### config.mk
export PLATFORM = sky130hd
export DESIGN_NAME = grayscale_pipe
export DESIGN_NICKNAME = d
export VERILOG_FILES = /design/src/rtl/grayscale_pipe.sv
export SDC_FILE = /design/constraint.sdc
export NUM_CORES = 1
export LEC_CHECK = 0
export ABC_AREA = 1
export BUFFER_PORTS_ARGS = -buffer_cell sky130_fd_sc_hd__buf_2
export CAP_MARGIN = 20
export CORE_ASPECT_RATIO = 1.2
export CORE_MARGIN = 1.5
export CORE_UTILIZATION = 50
export DETAILED_ROUTE_END_ITERATION = 12
export PLACE_DENSITY = 0.75
export SLEW_MARGIN = 40
export SYNTH_ARGS = -nofsm -noshare
export SYNTH_HDL_FRONTEND = slang
export SYNTH_SLANG_ARGS = --single-unit
### constraint.sdc
create_clock -name clk -period 3.8 [get_ports clk]
set_clock_uncertainty 0.15 [all_clocks]
set_input_delay 0.38 -clock clk [delete_from_list [all_inputs] [get_ports clk]]
set_output_delay 0.38 -clock clk [all_outputs]
set_load 0.005 [all_outputs]
### src/rtl/grayscale_pipe.sv
// Three-stage colour-to-grayscale pipeline (passthrough / luma / average / max)
// with DE and sync delayed to match; the mode is latched on the vsync active edge.
module grayscale_pipe #(
  parameter int   COLOR_W      = 4,
  parameter logic VSYNC_ACTIVE = 1'b0,
  parameter logic HSYNC_ACTIVE = 1'b0
) (
  input  logic               clk,
  input  logic               rst,
  input  logic [1:0]         mode_sw,
  input  logic [COLOR_W-1:0] R_in,
  input  logic [COLOR_W-1:0] G_in,
  input  logic [COLOR_W-1:0] B_in,
  input  logic               de_in,
  input  logic               hsync_in,
  input  logic               vsync_in,
  output logic [COLOR_W-1:0] R_out,
  output logic [COLOR_W-1:0] G_out,
  output logic [COLOR_W-1:0] B_out,
  output logic               de_out,
  output logic               hsync_out,
  output logic               vsync_out
);
  localparam int PW = COLOR_W + 8;
  localparam int SW = COLOR_W + 2;

  logic               vsync_prev_q, vsync_prev_d;
  logic [1:0]         mode_q, mode_d;

  logic [COLOR_W-1:0] s1_r_q, s1_g_q, s1_b_q, s1_mx_q;
  logic [COLOR_W-1:0] s1_r_d, s1_g_d, s1_b_d, s1_mx_d;
  logic [PW-1:0]      s1_pr_q, s1_pg_q, s1_pb_q, s1_pr_d, s1_pg_d, s1_pb_d;
  logic [SW-1:0]      s1_sum_q, s1_sum_d;
  logic               s1_de_q, s1_hs_q, s1_vs_q, s1_de_d, s1_hs_d, s1_vs_d;
  logic [1:0]         s1_tag_q, s1_tag_d;

  logic [COLOR_W-1:0] s2_r_q, s2_g_q, s2_b_q, s2_mx_q;
  logic [COLOR_W-1:0] s2_r_d, s2_g_d, s2_b_d, s2_mx_d;
  logic [PW-1:0]      s2_luma_q, s2_avg_q, s2_luma_d, s2_avg_d;
  logic               s2_de_q, s2_hs_q, s2_vs_q, s2_de_d, s2_hs_d, s2_vs_d;
  logic [1:0]         s2_tag_q, s2_tag_d;

  logic [COLOR_W-1:0] out_r_q, out_g_q, out_b_q, out_r_d, out_g_d, out_b_d;
  logic               out_de_q, out_hs_q, out_vs_q, out_de_d, out_hs_d, out_vs_d;
  logic [COLOR_W-1:0] luma, avg;

  // Rounding fraction of the accumulators is dropped by design.
  logic unused_frac;
  assign unused_frac = ^{s2_luma_q[7:0], s2_avg_q[7:0]};

  always_comb begin
    vsync_prev_d = vsync_in;
    mode_d       = mode_q;
    if (vsync_in == VSYNC_ACTIVE && vsync_prev_q != VSYNC_ACTIVE)
      mode_d = mode_sw;

    s1_r_d   = R_in;
    s1_g_d   = G_in;
    s1_b_d   = B_in;
    s1_pr_d  = PW'(R_in) * PW'(77);
    s1_pg_d  = PW'(G_in) * PW'(150);
    s1_pb_d  = PW'(B_in) * PW'(29);
    s1_sum_d = SW'(R_in) + SW'(G_in) + SW'(B_in);
    s1_mx_d  = (R_in > G_in) ? R_in : G_in;
    s1_de_d  = de_in;
    s1_hs_d  = hsync_in;
    s1_vs_d  = vsync_in;
    s1_tag_d = mode_q;

    s2_r_d    = s1_r_q;
    s2_g_d    = s1_g_q;
    s2_b_d    = s1_b_q;
    s2_luma_d = s1_pr_q + s1_pg_q + s1_pb_q + PW'(128);
    s2_avg_d  = PW'(s1_sum_q) * PW'(85) + PW'(128);
    s2_mx_d   = (s1_mx_q > s1_b_q) ? s1_mx_q : s1_b_q;
    s2_de_d   = s1_de_q;
    s2_hs_d   = s1_hs_q;
    s2_vs_d   = s1_vs_q;
    s2_tag_d  = s1_tag_q;

    luma     = s2_luma_q[COLOR_W+7:8];
    avg      = s2_avg_q[COLOR_W+7:8];
    out_r_d  = '0;
    out_g_d  = '0;
    out_b_d  = '0;
    out_de_d = s2_de_q;
    out_hs_d = s2_hs_q;
    out_vs_d = s2_vs_q;
    // Blanking pixels are forced black whatever the mode.
    if (s2_de_q) begin
      unique case (s2_tag_q)
        2'd0: begin out_r_d = s2_r_q; out_g_d = s2_g_q; out_b_d = s2_b_q; end
        2'd1: begin out_r_d = luma;   out_g_d = luma;   out_b_d = luma;   end
        2'd2: begin out_r_d = avg;    out_g_d = avg;    out_b_d = avg;    end
        default: begin out_r_d = s2_mx_q; out_g_d = s2_mx_q; out_b_d = s2_mx_q; end
      endcase
    end
  end

  always_ff @(posedge clk) begin
    if (rst) begin
      vsync_prev_q <= ~VSYNC_ACTIVE;
      mode_q       <= 2'd0;
      s1_r_q <= '0; s1_g_q <= '0; s1_b_q <= '0; s1_mx_q <= '0;
      s1_pr_q <= '0; s1_pg_q <= '0; s1_pb_q <= '0; s1_sum_q <= '0;
      s1_de_q <= 1'b0; s1_hs_q <= ~HSYNC_ACTIVE; s1_vs_q <= ~VSYNC_ACTIVE; s1_tag_q <= 2'd0;
      s2_r_q <= '0; s2_g_q <= '0; s2_b_q <= '0; s2_mx_q <= '0;
      s2_luma_q <= '0; s2_avg_q <= '0;
      s2_de_q <= 1'b0; s2_hs_q <= ~HSYNC_ACTIVE; s2_vs_q <= ~VSYNC_ACTIVE; s2_tag_q <= 2'd0;
      out_r_q <= '0; out_g_q <= '0; out_b_q <= '0;
      out_de_q <= 1'b0; out_hs_q <= ~HSYNC_ACTIVE; out_vs_q <= ~VSYNC_ACTIVE;
    end else begin
      vsync_prev_q <= vsync_prev_d;
      mode_q       <= mode_d;
      s1_r_q <= s1_r_d; s1_g_q <= s1_g_d; s1_b_q <= s1_b_d; s1_mx_q <= s1_mx_d;
      s1_pr_q <= s1_pr_d; s1_pg_q <= s1_pg_d; s1_pb_q <= s1_pb_d; s1_sum_q <= s1_sum_d;
      s1_de_q <= s1_de_d; s1_hs_q <= s1_hs_d; s1_vs_q <= s1_vs_d; s1_tag_q <= s1_tag_d;
      s2_r_q <= s2_r_d; s2_g_q <= s2_g_d; s2_b_q <= s2_b_d; s2_mx_q <= s2_mx_d;
      s2_luma_q <= s2_luma_d; s2_avg_q <= s2_avg_d;
      s2_de_q <= s2_de_d; s2_hs_q <= s2_hs_d; s2_vs_q <= s2_vs_d; s2_tag_q <= s2_tag_d;
      out_r_q <= out_r_d; out_g_q <= out_g_d; out_b_q <= out_b_d;
      out_de_q <= out_de_d; out_hs_q <= out_hs_d; out_vs_q <= out_vs_d;
    end
  end

  assign R_out     = out_r_q;
  assign G_out     = out_g_q;
  assign B_out     = out_b_q;
  assign de_out    = out_de_q;
  assign hsync_out = out_hs_q;
  assign vsync_out = out_vs_q;
endmodule

Word-level counts from Yosys, hierarchy flattened:

Cells that the tools add are included.

* input port bits: 19
* flip-flop bits (word level): 125
* logic and storage cells: 56
* output and inout bits: 15

* multiply operators: 4
* magnitude comparators: 2
* $add $sub $neg: 6
* eq/ne operators: 2
* muxes and demuxes: 5
* bitwise operators: 2
* reduce and logical (&&, ||, !) cells: 3

Operator list (number)
* one-hot mux 4 bit (3 select lines): 3
* adder 12 bit: 2
* adder 12 x 8 -> 12 bit, second input constant: 2
* multiplier 4 x 7 -> 11 bit, second input constant: 2
* multiplier 6 x 7 -> 12 bit, second input constant: 1
* multiplier 4 x 5 -> 9 bit, second input constant: 1
* > comparator 4 bit: 2
* two-way mux 4 bit: 2
* adder 5 x 4 -> 6 bit: 1
* adder 4 x 4 -> 5 bit: 1
* equality test 2 x 1 -> 1 bit, second input constant: 1
* equality test 2 bit, second input constant: 1
* zero test 2 bit: 1
* inverter 1 bit: 2
* OR reduction 2 bit: 1
* logical AND 1 bit: 1

Depth between registers and ports, before layout:

* depth after elaboration: 3
* mapped depth: 14
* gate-level depth less buffers: 14

Worst setup path before layout:

No wires, ideal clock.

* kind: reg2reg
* start: register s1_sum_q[2]
* end: register s2_avg_q[10]
* data required time: 3535 ps
* stages on the path, launching flop included: 13
* path buffers: 0
* data arrival time: 2632 ps
* clock period less this slack: 2897 ps
* library setup time: 115 ps
* setup slack: 903 ps
* cell sequence: dfxtp_1 ha_1 inv_1 fa_1 inv_1 fa_1 ha_1 ha_1 nand2_1 o21ai_0 nand2_1 a21oi_1 nor2_1

* cells in the longest elaborated chain, start to end: 2

RTL lines
* start: declaration: RTL line 33 `logic [SW-1:0] s1_sum_q, s1_sum_d;`
* start signal: assignment: RTL line 116 `s1_pr_q <= s1_pr_d; s1_pg_q <= s1_pg_d; s1_pb_q <= s1_pb_d; s1_sum_q <= s1_sum_d;`
* multiplier 6 x 7 -> 12 bit: RTL line 74 `s2_avg_d = PW'(s1_sum_q) * PW'(85) + PW'(128);`
* adder 12 x 8 -> 12 bit: RTL line 74
* end signal: assignment: RTL line 119 `s2_luma_q <= s2_luma_d; s2_avg_q <= s2_avg_d;`
* end: declaration: RTL line 39 `logic [PW-1:0] s2_luma_q, s2_avg_q, s2_luma_d, s2_avg_d;`

No other way between the ends.
A chain may end at the register's enable or synchronous reset.

Worst setup path in the final report:

* start: register s1_sum_q[5]
* end: register s2_avg_q[10]

The elaborated chain is that of the path after synthesis.

==> impl_metrics.py <==
metrics = {
    "drt": {
        "drc_errors": 0,
        "via_per_inst": 5.02,
        "totalWireLength_um": 10900,
        "drtPass1Iterations": 5,
        "drt_iter0_drc": 251,
        "ant_nets": 0,
        "vias": 4292,
        "routedWlPerCell_um": 12.8,
    },
    "sta": {
        "maxSlewHeadroom_pct": 55.8,
        "setup_slack_ns": 0.661,
        "fin_tns_setup_ns": 0,
        "worstMarginPinSlew_ns": 0.661,
        "fmax_ghz": 0.319,
        "drv_slew": 0,
        "rsz0062_at_grt": "no",
        "finalSetupViolations": 0,
        "period_needed_ns": 3.14,
        "hold_viol": 0,
        "finalCritPeriodShare_pct": 82.6,
    },
    "final_layout": {
        "final_nets": 853,
        "layout-drive-gt1-share_pct": 8.71,
        "final_cell_mix": "inv_1, dfxtp_1, ha_1, nor2_1, nand2_1",
        "area_growth_pct": 10.7,
        "final_core_util_pct": 56.7,
        "layout_commonest_cell": "inv_1",
        "design_area_um2": 6260,
        "antenna_cells": 0,
    },
    "power": {
        "ir_drop_mv": 0.281,
        "p_total_w": 0.00309,
        "p_leak_nw": 3.31,
        "power_density_nw_per_um2": 494,
    },
    "critical_path": {
        "slowest_stage": "fa_1",
        "rrSetupSlack_ns": 0.66,
        "startpoint_type": "flop",
        "crit_required_ns": 3.90,
        "path_buf_inv": 2,
        "cp-end-kind": "flop",
        "cp_common_cell": "ha_1",
        "max_stage_delay_ns": 0.43,
        "path_class": "flop to flop",
        "cp_cell_sequence": "ha_1 > inv_1 > fa_1 > inv_1 > fa_1 > ha_1 > ha_1 > nand2_1 > o21ai_0 > nand2_1 > a21oi_1 > nor2_1",
        "reg2regPathDepth": 12,
        "cp.arrival_ns": 3.24,
        "cp_top_family": "adder cells",
        "crit-reg2reg-launch": "s1_sum_q[5]$_SDFF_PP0_",
        "worstPathMaxFanout": 4,
        "r2r-end": "s2_avg_q[10]$_SDFF_PP0_",
    },
    "yosys": {
        "synth-warning-count": 0,
        "syn_inst": 684,
        "netlist_area_um2": 5650,
        "synth_seq_cells": 99,
        "seq_area_frac_synth_pct": 35.1,
        "synth_fp_nets": 819,
        "syn_area_per_cell_um2": 8.26,
        "yosys.cell_types.count": 26,
    },
    "cts": {
        "cts_sinks": 99,
        "h-tree-depth": 3,
        "cts_setup_buffers": 0,
        "path_clk_slew_ns": 0.07,
        "insertion_delay_ns": 0.35,
        "cts_tree": "built",
        "cts_buffers": 9,
        "cts.repair.resized": 0,
        "cts_buffer_depth": 2,
        "root_buffer": "clkbuf_16",
        "cts_hold_buf": 0,
    },
    "floorplanning": {
        "core_area_um2": 11000,
        "pin_count": 34,
        "die_area_um2": 11900,
        "die_w_um": 100,
        "start_util_pct": 51.2,
        "die_h_um": 119,
        "rows": 42,
    },
    "place": {
        "gp_congestion": 0.957,
        "hpwl_um": 8520,
        "dp_slack_ns": 0.687,
        "portBuffers": 33,
        "placed_cell_area_um2": 5940,
    },
    "global_route": {
        "grt_overflow_total": 0,
        "antenna_found_initial": 0,
        "grt_first_pass_wirelength_um": 18800,
        "grt_use_total_pct": 20.1,
        "grt_pass1_vias": 4239,
        "grt_max_degree": 56,
    },
    "hold_path": {
        "hp-class": "input pin to flop",
        "holdPathStages": 2,
        "hp-start": "hsync_in",
        "hold_end": "s1_hs_q$_SDFF_PP1_",
    },
    "status": {
        "outcome": "finished clean",
    },
    "flow_run": {
        "maxCapViolations": 0,
    },
}
worst max path at each step:
stage                           start                 endpoint  slack [ns]  depth (start not counted)
2_1_floorplan  s1_sum_q[2]$_SDFF_PP0_  s2_avg_q[10]$_SDFF_PP0_        0.90                         12
3_3_place_gp   s1_sum_q[2]$_SDFF_PP0_  s2_avg_q[10]$_SDFF_PP0_        0.79                         12
3_5_place_dp   s1_sum_q[5]$_SDFF_PP0_  s2_avg_q[10]$_SDFF_PP0_        0.69                         12
4_1_cts        s1_sum_q[5]$_SDFF_PP0_  s2_avg_q[10]$_SDFF_PP0_        0.66                         12
5_1_grt        s1_sum_q[5]$_SDFF_PP0_  s2_avg_q[10]$_SDFF_PP0_        0.45                         12
6_report       s1_sum_q[5]$_SDFF_PP0_  s2_avg_q[10]$_SDFF_PP0_        0.66                         12
per-stage QoR:
stage / std cells / hold slack, ns
finish: 855 / 0.0595
global placement: 839 / 0.242
detailed placement: 839 / 0.247
floorplan: 684 / 0.238
CTS: 855 / 0.0509
global route: 855 / 0.0571
registers in the layout, indices dropped and copies added (netlist names), 2 cells and up:
signal and count:
B_out 4, G_out 4, R_out 4, mode_q 2, s1_b_q 4, s1_g_q 4
s1_mx_q 4, s1_pb_q 7, s1_pg_q 10, s1_pr_q 9, s1_r_q 4, s1_sum_q 6
s1_tag_q 2, s2_avg_q 4, s2_b_q 4, s2_g_q 4, s2_luma_q 4, s2_mx_q 4
s2_r_q 4, s2_tag_q 2
worst register-to-register path, cell delays in order, from the launching register on:
cell     delay [ns]
dfxtp_1        0.41
ha_1           0.21
inv_1          0.06
fa_1           0.38
inv_1          0.08
fa_1           0.43
ha_1           0.31
ha_1           0.33
nand2_1        0.07
o21ai_0        0.29
nand2_1        0.12
a21oi_1        0.14
nor2_1         0.06
final cells by class:
class	count	area, um2
Sequential cell	99	1980
Fill cell	976	4780
Multi-Input combinational cell	443	3130
Clock inverter	7	92.6
Tap cell	132	165
Timing Repair Buffer	34	173
Clock buffer	9	225
Inverter	131	492
report_power, final:
| group | switching, W | total [W] | leakage, nW | internal [W] |
|---|---|---|---|---|
| clock | 0.000420 | 0.000947 | 0.155 | 0.000527 |
| combinational | 0.000592 | 0.000966 | 2.34 | 0.000374 |
| sequential | 0.0000418 | 0.00118 | 0.817 | 0.00114 |
| total | 0.00105 | 0.00309 | 3.31 | 0.00204 |
cells in the mapped netlist:
| cell | n | share of area (%) |
|---|---|---|
| inv_2 | 1 | 0.066 |
| o21ai_1 | 1 | 0.089 |
| clkbuf_1 | 5 | 0.33 |
| or2_2 | 6 | 0.66 |
| a21o_1 | 5 | 0.66 |
| ha_1 | 92 | 20 |
| nand4_1 | 4 | 0.44 |
| a21oi_1 | 71 | 6.3 |
| a21boi_0 | 1 | 0.13 |
| fa_1 | 24 | 8.5 |
| buf_2 | 6 | 0.53 |
| a31oi_1 | 1 | 0.11 |
| nor2_1 | 86 | 5.7 |
| xnor2_1 | 2 | 0.31 |
| nor3_1 | 3 | 0.27 |
| o21ai_2 | 4 | 0.62 |
| nand2_1 | 85 | 5.6 |
| inv_1 | 130 | 8.6 |
| o21bai_1 | 2 | 0.27 |
| xor2_1 | 2 | 0.31 |
| o21a_1 | 1 | 0.13 |
| nor3b_1 | 1 | 0.13 |
| dfxtp_1 | 99 | 35 |
| nand3_1 | 26 | 2.3 |
| or2_4 | 1 | 0.16 |
| o21ai_0 | 25 | 2.2 |
kinds of logic (layout without fill, tap and decap cells):
family,count (synthesis),after routing,share of synthesized area [%]
and+or+nand+nor,212,212,15.3
buffers and inverters,142,181,9.57
adders and majority gates,116,116,28.9
AOI/OAI and AO/OA,111,111,10.5
DFF,99,99,35.1
xor gates and xnor gates,4,4,0.620
layer usage:
layer	vias up	track usage, %	share of wire [%]
li1	2241	-	-
met1	1951	22.9	43
met2	85	36.7	52
met3	15	2.99	2.9
met4	0	8.63	1.8
met5	-	0	0
No activity file was read; power rests on OpenSTA's default activity.
